--- src/rtl/wrr_rank_enqueue.sv ---
// Re-attaches buffer addresses to WRR engine ranks and queues {rank,addr} entries for the PIFO.
// Optional statistics counters are built only when WRR_RANK_STATS_EN is defined.
module wrr_rank_enqueue #(
    parameter int unsigned RESULT_WIDTH    = 32,
    parameter int unsigned PIFO_ADDR_WIDTH = 12,
    parameter int unsigned ENGINE_LATENCY  = 3,
    parameter int unsigned FIFO_AW         = 4,
    parameter int unsigned CNT_WIDTH       = 32
) (
    input  logic                       clk,
    input  logic                       rstn,
    input  logic                       desc_valid_i,
    input  logic [PIFO_ADDR_WIDTH-1:0] desc_addr_i,
    input  logic                       rank_valid_i,
    input  logic [RESULT_WIDTH-1:0]    rank_data_i,
    output logic                       ins_valid_o,
    output logic [RESULT_WIDTH-1:0]    ins_data_o,
    input  logic                       ins_ready_i,
    output logic [FIFO_AW:0]           fifo_level_o,
    output logic                       drop_sticky_o,
    output logic                       align_err_o,
    output logic [CNT_WIDTH-1:0]       stat_enq_cnt_o,
    output logic [CNT_WIDTH-1:0]       stat_drop_cnt_o
);

    localparam int unsigned Depth = 1 << FIFO_AW;
    localparam int unsigned DlW   = PIFO_ADDR_WIDTH + 1;

    logic [DlW-1:0]             dl_q [ENGINE_LATENCY];
    logic [RESULT_WIDTH-1:0]    mem_q [Depth];
    logic [FIFO_AW-1:0]         wr_ptr_q, rd_ptr_q;
    logic [FIFO_AW:0]           level_q, level_d;
    logic                       drop_q, align_err_q;

    logic                       d_v;
    logic [PIFO_ADDR_WIDTH-1:0] d_addr;
    logic [RESULT_WIDTH-1:0]    merged;
    logic                       empty, full, pop, push, drop;
    logic                       unused_rank_lo;

    assign d_v    = dl_q[ENGINE_LATENCY-1][DlW-1];
    assign d_addr = dl_q[ENGINE_LATENCY-1][PIFO_ADDR_WIDTH-1:0];
    // Rank low bits are placeholders from the engine and get replaced by the address.
    assign merged = {rank_data_i[RESULT_WIDTH-1:PIFO_ADDR_WIDTH], d_addr};
    assign unused_rank_lo = ^rank_data_i[PIFO_ADDR_WIDTH-1:0];

    assign empty = (level_q == '0);
    // Level never exceeds Depth, so the top bit alone flags full.
    assign full  = level_q[FIFO_AW];
    assign pop   = !empty && ins_ready_i;
    assign push  = rank_valid_i && (!full || pop);
    assign drop  = rank_valid_i && full && !pop;

    always_ff @(posedge clk) begin
        if (!rstn) begin
            for (int i = 0; i < ENGINE_LATENCY; i++) dl_q[i] <= '0;
        end else begin
            dl_q[0] <= {desc_valid_i, desc_addr_i};
            for (int i = 1; i < ENGINE_LATENCY; i++) dl_q[i] <= dl_q[i-1];
        end
    end

    always_ff @(posedge clk) begin
        if (push) mem_q[wr_ptr_q] <= merged;
    end

    always_comb begin
        level_d = level_q;
        unique case ({push, pop})
            2'b10:   level_d = level_q + (FIFO_AW+1)'(1);
            2'b01:   level_d = level_q - (FIFO_AW+1)'(1);
            default: level_d = level_q;
        endcase
    end

    always_ff @(posedge clk) begin
        if (!rstn) begin
            wr_ptr_q    <= '0;
            rd_ptr_q    <= '0;
            level_q     <= '0;
            drop_q      <= 1'b0;
            align_err_q <= 1'b0;
        end else begin
            if (push) wr_ptr_q <= wr_ptr_q + FIFO_AW'(1);
            if (pop)  rd_ptr_q <= rd_ptr_q + FIFO_AW'(1);
            level_q <= level_d;
            if (drop) drop_q <= 1'b1;
            if (rank_valid_i != d_v) align_err_q <= 1'b1;
        end
    end

`ifdef WRR_RANK_STATS_EN
    logic [CNT_WIDTH-1:0] enq_cnt_q, drop_cnt_q;

    always_ff @(posedge clk) begin
        if (!rstn) begin
            enq_cnt_q  <= '0;
            drop_cnt_q <= '0;
        end else begin
            if (push && enq_cnt_q != '1)  enq_cnt_q  <= enq_cnt_q + CNT_WIDTH'(1);
            if (drop && drop_cnt_q != '1) drop_cnt_q <= drop_cnt_q + CNT_WIDTH'(1);
        end
    end

    assign stat_enq_cnt_o  = enq_cnt_q;
    assign stat_drop_cnt_o = drop_cnt_q;
`else
    assign stat_enq_cnt_o  = '0;
    assign stat_drop_cnt_o = '0;
`endif

    assign ins_valid_o   = !empty;
    assign ins_data_o    = empty ? '0 : mem_q[rd_ptr_q];
    assign fifo_level_o  = level_q;
    assign drop_sticky_o = drop_q;
    assign align_err_o   = align_err_q;

endmodule

--- config.mk ---
export PLATFORM = sky130hd
export DESIGN_NAME = wrr_rank_enqueue
export DESIGN_NICKNAME = d
export VERILOG_FILES = /design/src/rtl/wrr_rank_enqueue.sv
export SDC_FILE = /design/constraint.sdc
export NUM_CORES = 1
export LEC_CHECK = 0
export CORE_MARGIN = 4
export CORE_UTILIZATION = 53
export DETAILED_ROUTE_END_ITERATION = 6
export HOLD_SLACK_MARGIN = 0.12
export PLACE_DENSITY = 0.81
export SYNTH_ARGS = -nofsm -noshare
export SYNTH_HDL_FRONTEND = slang
export SYNTH_SLANG_ARGS = --single-unit
--- constraint.sdc ---
create_clock -name clk -period 3.4 [get_ports clk]
set_input_delay 0.34 -clock clk [delete_from_list [all_inputs] [get_ports clk]]
set_output_delay 0.34 -clock clk [all_outputs]
set_load 0.005 [all_outputs]
---- Word-level counts from Yosys, hierarchy flattened ----
Memories as Yosys holds them, arrays and structs flattened. A register that Yosys moved wholly into a read port is not among the register bits.
Cells that the tools add are included.
word-level totals
  bits in writable memories ............... 551
  register bits ........................... 15
  output and inout bits ................... 104
  memories kept ........................... 2
cells by class
  muxes and demuxes ....................... 11
  reduce and logical (&&, ||, !) cells .... 10
  equality and inequality tests ........... 3
  bitwise operators ....................... 3
  $add $sub $neg .......................... 4
memories
  name   depth  bits a word  read ports  clocked after Yosys merged registers in  wr ports  line  RTL
  mem_q  16     32           1           1                                        1         30    logic [RESULT_WIDTH-1:0] mem_q [Depth];
  dl_q   3      13           3           0                                        3         29    logic [DlW-1:0] dl_q [ENGINE_LATENCY];
operator list
  kind                                               number
  two-way mux 13 bit                                 3
  two-way mux 32 bit                                 1
  case mux 5 bit (2 select lines)                    1
  adder 4 x 1 -> 4 bit (second input constant)       2
  two-way mux 4 bit                                  2
  adder 5 x 1 -> 5 bit (second input constant)       1
  logical NOT 5 bit                                  1
  subtractor 5 x 1 -> 5 bit (second input constant)  1
  logical AND 1 bit                                  4
  two-way mux 1 bit                                  4
  logical NOT 1 bit                                  3
  bitwise OR 1 bit                                   3
  == test 2 x 1 -> 1 bit (second input constant)     1
  == test 2 bit (second input constant)              1
  nonzero test 2 bit                                 1
  logical OR 1 bit                                   1
  != test 1 bit                                      1

---- Longest topological paths before layout ----
Gate-level depths: netlist of the first run.
  depth after elaboration ................. 7
  gate-level depth with buffers ........... 12
  gate-level depth less buffers ........... 10

---- Least setup slack after synthesis of the first run ----
OpenSTA, ideal clock, no wires.
  path kind ............................... in2reg
  start point ............................. in ins_ready_i
  end point ............................... mem mem_q[3][0], enable pin
  required time ........................... 2.939 ns
  setup time .............................. 0.461 ns
  buffers on the path ..................... 1
  arrival ................................. 3.065 ns
  stages .................................. 5
  setup slack ............................. -0.126 ns
  path through ............................ nand2b_1 and2_1 buf_2 nand2_1 nor3_1
between the ends
  cells in the longest elaborated chain, start to end .. 5
ends and longest elaborated chain
  item                                     line  RTL
  start, declared                          18    input logic ins_ready_i,
  logical AND 1 bit                        50    assign pop = !empty && ins_ready_i;
  logical OR 1 bit                         51    assign push = rank_valid_i && (!full || pop);
  logical AND 1 bit                        51
  two-way mux 1 bit                        64    if (push) mem_q[wr_ptr_q] <= merged;
  two-way mux 1 bit (implied by the code)  64
  end, declared                            30
Every way passes these cells.

---- Final worst setup path of the first run ----
  start point ............................. reg level_q[2] (netlist: fifo_level_o[2])
  end point ............................... out ins_data_o[3]
between the ends
  cells in the longest elaborated chain, start to end .. 2
ends and longest elaborated chain
  item                    line  RTL
  start, declared         32    logic [FIFO_AW:0] level_q, level_d;
  start signal, assigned  86    level_q <= level_d;
  logical NOT 5 bit       47    assign empty = (level_q == '0);
  two-way mux 32 bit      113   assign ins_data_o = empty ? '0 : mem_q[rd_ptr_q];
  end, declared           17    output logic [RESULT_WIDTH-1:0] ins_data_o,
Every way passes these cells.

==> results of run 1 <==
-- power groups by stage --
stage          Sequential (mW)  Combinational [mW]  Clock, mW
6_report                  7.91                3.86       6.12
5_1_grt                   7.92                4.15       6.53
4_1_cts                   7.91                3.91       6.22
3_5_place_dp              8.09                3.77          0
3_3_place_gp              8.08                3.71          0
2_1_floorplan             7.98                2.59          0
-- flip-flops by register name, indices dropped and copies added, names as in the netlist, named ones only --
signal,flops
align_err_o,1
drop_sticky_o,1
dl_q,39
fifo_level_o,5
mem_q,512
rd_ptr_q,4
wr_ptr_q,4
-- kinds of logic (layout without fill, tap and decap cells) --
logic type | Yosys count | in the layout | share of synthesized area, %
buf+inv | 121 | 226 | 3.76
flops | 570 | 570 | 75.2
other cells | 1 | 65 | 0.0170
xor+xnor | 10 | 10 | 0.398
simple gates | 103 | 103 | 2.66
mux | 195 | 195 | 16.2
compound gates | 45 | 45 | 1.34
fa+ha+maj | 8 | 8 | 0.455
-- per-layer routing --
metal,routed length (microns),track usage (%)
met1,16800,27.1
met2,22400,33.1
met5,0,0
met3,3700,4.34
met4,1240,5.89
-- cell type report --
class                   count  area (sq um)  area share, %
repair buffers            118          1410           5.55
clock inverters            38           367           1.44
inverters                   4          15.0         0.0589
multi-input cells         425          5020           19.7
flip-flops and latches    570         16500           64.9
diodes                      1          2.50        0.00982
clock buffers              66          1460           5.73
well taps                 532           666           2.61
-- synthesized netlist by cell type, drive strengths merged (3+ instances only) --
cell / instances
edfxtp: 512
mux4: 128
buf: 101
mux2i: 67
dfxtp: 58
and2: 48
o22ai: 33
nor2: 17
clkbuf: 16
nand2: 12
ha: 8
nor2b: 7
xnor2: 7
nand2b: 6
nor3: 6
inv: 4
xor2: 3
-- per-stage QoR --
| step | hold slack (ns) | cells | cell area [sq um] | worst slack [ns] |
|---|---|---|---|---|
| finish | 0.324 | 1754 | 25500 | 0.0942 |
| global route | 0.294 | 1754 | 25500 | 0.00726 |
| CTS | 0.291 | 1753 | 25500 | 0.0907 |
| detailed placement | 0.417 | 1647 | 23600 | 0.484 |
| global placement | 0.418 | 1647 | 23600 | 0.539 |
| floorplan | 0.406 | 1116 | 22300 | 0.730 |
-- worst min path at each step --
| stage | startpoint | endpoint | slack [ns] | depth (start not counted) |
|---|---|---|---|---|
| after floorplan | dl_q[0][24] | dl_q[0][37] | 0.41 | 1 |
| after global placement | dl_q[0][21] | dl_q[0][34] | 0.42 | 1 |
| after detailed placement | dl_q[0][21] | dl_q[0][34] | 0.42 | 1 |
| after CTS | desc_addr_i[8] | dl_q[0][8] | 0.29 | 2 |
| after global routing | desc_addr_i[11] | dl_q[0][11] | 0.29 | 2 |
| final | desc_addr_i[8] | dl_q[0][8] | 0.32 | 2 |
-- critical path: stages, from the launching register on --
cell	delay, ns
dfxtp_1	0.49
nor2_1	0.12
nand2_1	0.25
nand2_2	0.31
buf_12	0.28
o22ai_1	0.33
clkdlybuf4s50_1	0.58
-- what timing repair did --
| item | in CTS | in global routing |
|---|---|---|
| gates resized for setup | 0 | 1 |
| setup endpoints to repair | 1 | 3 |
| setup buffers | 2 | 0 |
==> metrics, run 1 <==
Int Power=13.5 mW; Clock Latency Late Sink=0.60 ns; Comb pwr share=approximately 22%; Critical Path Sink=ins_data_o[3]; sw frac=24.6%; CP arrival=2.97 ns; vias=around 10000; routed vias/inst=5.84; first-pass GRT wire length=66.6 mm; drt first-iter violations=1049; Hold Vio Cnt, Final=0; area of the mapped netlist=~22000 sq um; H-tree Lvls=2; CTS sink cnt=570; Avg Inst Size Synth=20.9 sq um; VDD IR max=just under 600 uV; Wirelength per Cell=approximately 25 microns; unrepaired setup endpoints after global routing=no; Hold/Removal Path Class=in2reg; Crit. End Element=output port; WL final=approximately 44 mm; Core Rows=74; Post-synth ARST share=0%; setup TNS=0 ns; initial antenna violation count=1; Final Max Tran Viols=0; sequential share of the synthesized area=75.2%; r2r endpoint=fifo_level_o[4]; Lkg Pwr=8.10 nW; Syn. warnings=0; # setup viols final=0; Worst R2R Path Depth=8; Area contributors post-synth=edfxtp_1 70%, mux4_2 13%, dfxtp_1 5.3%, mux2i_1 3.0%, buf_4 2.2%; status=complete, no violations; FF+latch count, synth=570; share of cells above drive strength 1=22.3%; synth unique cells=39; Max Cap Viol=0; clock skew=between 0.008 and 0.009 ns; Final Power=17.9 mW; filler cell count=2721; R2R Setup Slk=~0.71 ns; vias in the first global route=10800; die width=212 microns; Core Util, Final=62.3%; placer congestion estimate=~0.73; Layout area overhead=15.9%; Num CTS Buffers=56; CTS tree=done; commonest non-fill, non-tap cell in the layout=edfxtp_1; fmax=303 MHz; CORE AREA=40900 sq um; NetSw=~4.4 mW; crit path kind=reg2out; Tcrit/Tclk final=97.2%; GRT Residual Overflow=0; Synth area leader=edfxtp_1; IO Pins=between 150 and 200; commonest non-fill, non-tap cells in the layout=512 x edfxtp_1, 125 x mux4_2, 76 x clkdlybuf4s50_1; GRT Total Usage=20.0%; Critical Path Start=fifo_level_o[2]; worst slew pin tran=0.700 ns; Synth top area share=69.9%; largest net degree at the start of global routing=62; WP data required=between 3 and 4 ns; TritonRoute pass-1 iters=5; Post-CTS Hold Buffers=0; RR Startpoint=fifo_level_o[2]; EDFF count, synth=512; Root Buffer=clkbuf_16; post-DP HPWL=23.6 mm; Clock Power Share=about 34%; Cell Pwr Density=between 700 and 800 nW/um^2; drc violations=0; Port Buffers=76; fin crit period=3.31 ns; Max-slew headroom=53.2%; CP startpoint kind=flop; fin nets=1232; Die Y-Extent=212 microns; Initial Util=a little over half; sequential power share=44.2%; clock buffer depth=3; Gate Count Post-Synth=around 1100; Max FO, Critical Path=21; clock-pin slew on the worst setup and hold paths=0.06 ns; DIE AREA=44800 sq um; top_reg_cell synth=edfxtp_1; post-route ant nets=0
Power figures use the tool's default switching activity.
==> run 2: changes to the inputs <==
--- a/config.mk
+++ b/config.mk
@@ -13,3 +13,4 @@
 export SYNTH_ARGS = -nofsm -noshare
 export SYNTH_HDL_FRONTEND = slang
 export SYNTH_SLANG_ARGS = --single-unit
+export TNS_END_PERCENT = 20
==> run 2 against run 1 <==
  * Largest power group unchanged
  * Clock power down 6.4%
  * Hold slack better by 0.0054 ns
  * Largest cell class unchanged
  * Non-clock buffer count is 3 higher
  * Die area did not move
==> metrics, run 2 (same netlist as run 1, synthesis figures left out) <==
CTS sink cnt=570 (unchanged); vias=10200 (-0.039%); Max FO, Critical Path=21 (unchanged); Comb pwr share=21.6% (about the same); sw frac=24.9% (+0.31 points); Worst R2R Path Depth=8 (unchanged); die width=212 microns (unchanged); fin crit period=3.25 ns (-0.0516 ns); post-DP HPWL=23.0 mm (-2.5%); Max-slew headroom=50.8% (-2.3 points); largest register by flop count=mem_q; clock skew=0.0213 ns (+0.0128 ns); worst slew pin tran=0.737 ns (+0.0370 ns); GRT Total Usage=19.5% (-0.47 points); Post-Layout Inst Area=25100 sq um (-1.5%); WL final=43.6 mm (-1.3%); hold path start=desc_valid_i; clock-pin slew on the worst setup and hold paths=0.06 ns (about the same); vias in the first global route=10600 (-1.9%); CORE AREA=40900 sq um (unchanged); share of cells above drive strength 1=22.0% (-0.27 points); sequential power share=45.4% (+1.2 points); commonest non-fill, non-tap cells in the layout=512 x edfxtp_1, 125 x mux4_2, 76 x clkdlybuf4s50_1; Root Buffer=clkbuf_16; CP arrival=2.91 ns (-0.06 ns); largest net degree at the start of global routing=49 (-21%); routed vias/inst=5.85 (+0.19%); Tcrit/Tclk final=95.7% (-1.5 points); # setup viols final=0 (unchanged); CP startpoint kind=flop; Lkg Pwr=7.98 nW (-1.5%); H-tree Lvls=2 (unchanged); CTS tree=done; drt first-iter violations=971 (-7.4%); Hold/Removal Path Class=in2reg; drc violations=0 (unchanged); hold path endpoint=dl_q[0][12]; diodes inserted=0 (-1); Hold Vio Cnt, Final=0 (unchanged); NetSw=4.33 mW (-1.7%); IO Pins=153 (unchanged); crit path kind=reg2out; fin nets=1233 (+0.081%); Num CTS Buffers=54 (-3.6%); Port Buffers=76 (unchanged); RR Startpoint=fifo_level_o[2]; Largest register FFs=512 (unchanged); commonest non-fill, non-tap cell in the layout=edfxtp_1; Cell Area, Placed=23400 sq um (-0.83%); Initial Util=53.8% (unchanged); Cell Pwr Density=692 nW/um^2 (-1.5%); first-pass GRT wire length=65.3 mm (-1.9%); unrepaired setup endpoints after global routing=no; Wirelength per Cell=24.9 microns (-1.1%); Crit. End Element=output port; cts repair resizes=0 (unchanged); R2R Setup Slk=0.69 ns (-0.02 ns); Post-Layout Cell Count=1750 (-0.23%); Cells after DPL=1652 (+0.30%); clock buffer depth=3 (unchanged); Post-CTS Hold Buffers=0 (unchanged); status=complete, no violations; Clock Latency Late Sink=0.60 ns (about the same); Int Power=13.0 mW (-3.3%); Core Util, Final=61.4% (-0.92 points); TritonRoute pass-1 iters=4 (-1); VDD IR max=462 uV (-22%); initial antenna violation count=0 (-1); Die Y-Extent=212 microns (unchanged); GRT Residual Overflow=0 (unchanged); WP data required=3.06 ns (about the same); Max Cap Viol=0 (unchanged); Final Power=17.4 mW (-2.9%); post-route ant nets=0 (unchanged); fmax=307 MHz (+1.6%); Hold Crit Depth=2 (unchanged); Clock Power Share=33.0% (-1.2 points); Core Rows=74 (unchanged); placer congestion estimate=0.754 (+3.0%); r2r endpoint=fifo_level_o[4]; setup bufs post-CTS=0 (-2); Final Max Tran Viols=0 (unchanged); Layout area overhead=14.1%; DIE AREA=44800 sq um (unchanged)
[run 2: changes by cell type in the layout (fill, tap and decap cells not counted), moves of 4 or more]
| cell | before | now |
|---|---|---|
| buf_4 | 15 | 36 |
| buf_12 | 27 | 9 |
| clkbuf_1 | 9 | 13 |
| clkinv_2 | 12 | 8 |
[run 2: how the worst max path moves through the flow]
stage	endpoint	cells past startpoint	slack [ns]	from
after global placement	fifo_level_o[4]	8	0.53	ins_ready_i
after floorplan	mem_q[2][0]	5	-0.09	ins_ready_i
after detailed placement	fifo_level_o[4]	8	0.45	ins_ready_i
after global routing	ins_data_o[22]	6	0.02	flop
after CTS	ins_data_o[22]	6	0.03	flop
final	ins_data_o[22]	6	0.15	flop
[run 2: worst max-delay path, stage by stage (launching register included)]
cell	delay [ns]
dfxtp_4	0.39
buf_12	0.23
buf_12	0.23
mux4_1	0.63
mux2i_2	0.22
o22ai_1	0.14
clkdlybuf4s50_1	0.47
[run 2: cell type report]
| class | instances | area (sq um) |
|---|---|---|
| clock buffers | 68 | 1410 |
| clock inverters | 30 | 263 |
| fillers | 2759 | 15800 |
| inverters | 4 | 15.0 |
| multi-input cells | 425 | 4990 |
| flip-flops and latches | 570 | 16500 |
| well taps | 532 | 666 |
| repair buffers | 121 | 1210 |
[run 2: power groups by stage]
stage	Combinational [mW]	Sequential (mW)	Clock, mW
2_1_floorplan	2.59	7.98	0
3_3_place_gp	3.72	8.02	0
3_5_place_dp	3.78	8.04	0
4_1_cts	3.83	7.89	5.84
5_1_grt	4.05	7.90	6.14
6_report	3.75	7.89	5.73
[run 2: per-stage QoR]
stage / worst slack (ns) / hold slack, ns / setup TNS [ns]
final: 0.146 / 0.330 / 0
after global routing: 0.0194 / 0.311 / 0
after CTS: 0.0320 / 0.292 / 0
after detailed placement: 0.449 / 0.418 / 0
after global placement: 0.533 / 0.417 / 0
after floorplan: -0.0936 / 0.406 / -8.95
[run 2: per-layer routing]
| layer | part of all wire (%) | track usage, % |
|---|---|---|
| met1 | 40 | 26.8 |
| met2 | 50 | 32.0 |
| met3 | 7.9 | 4.64 |
| met4 | 2.2 | 5.20 |
| met5 | 0 | 0 |
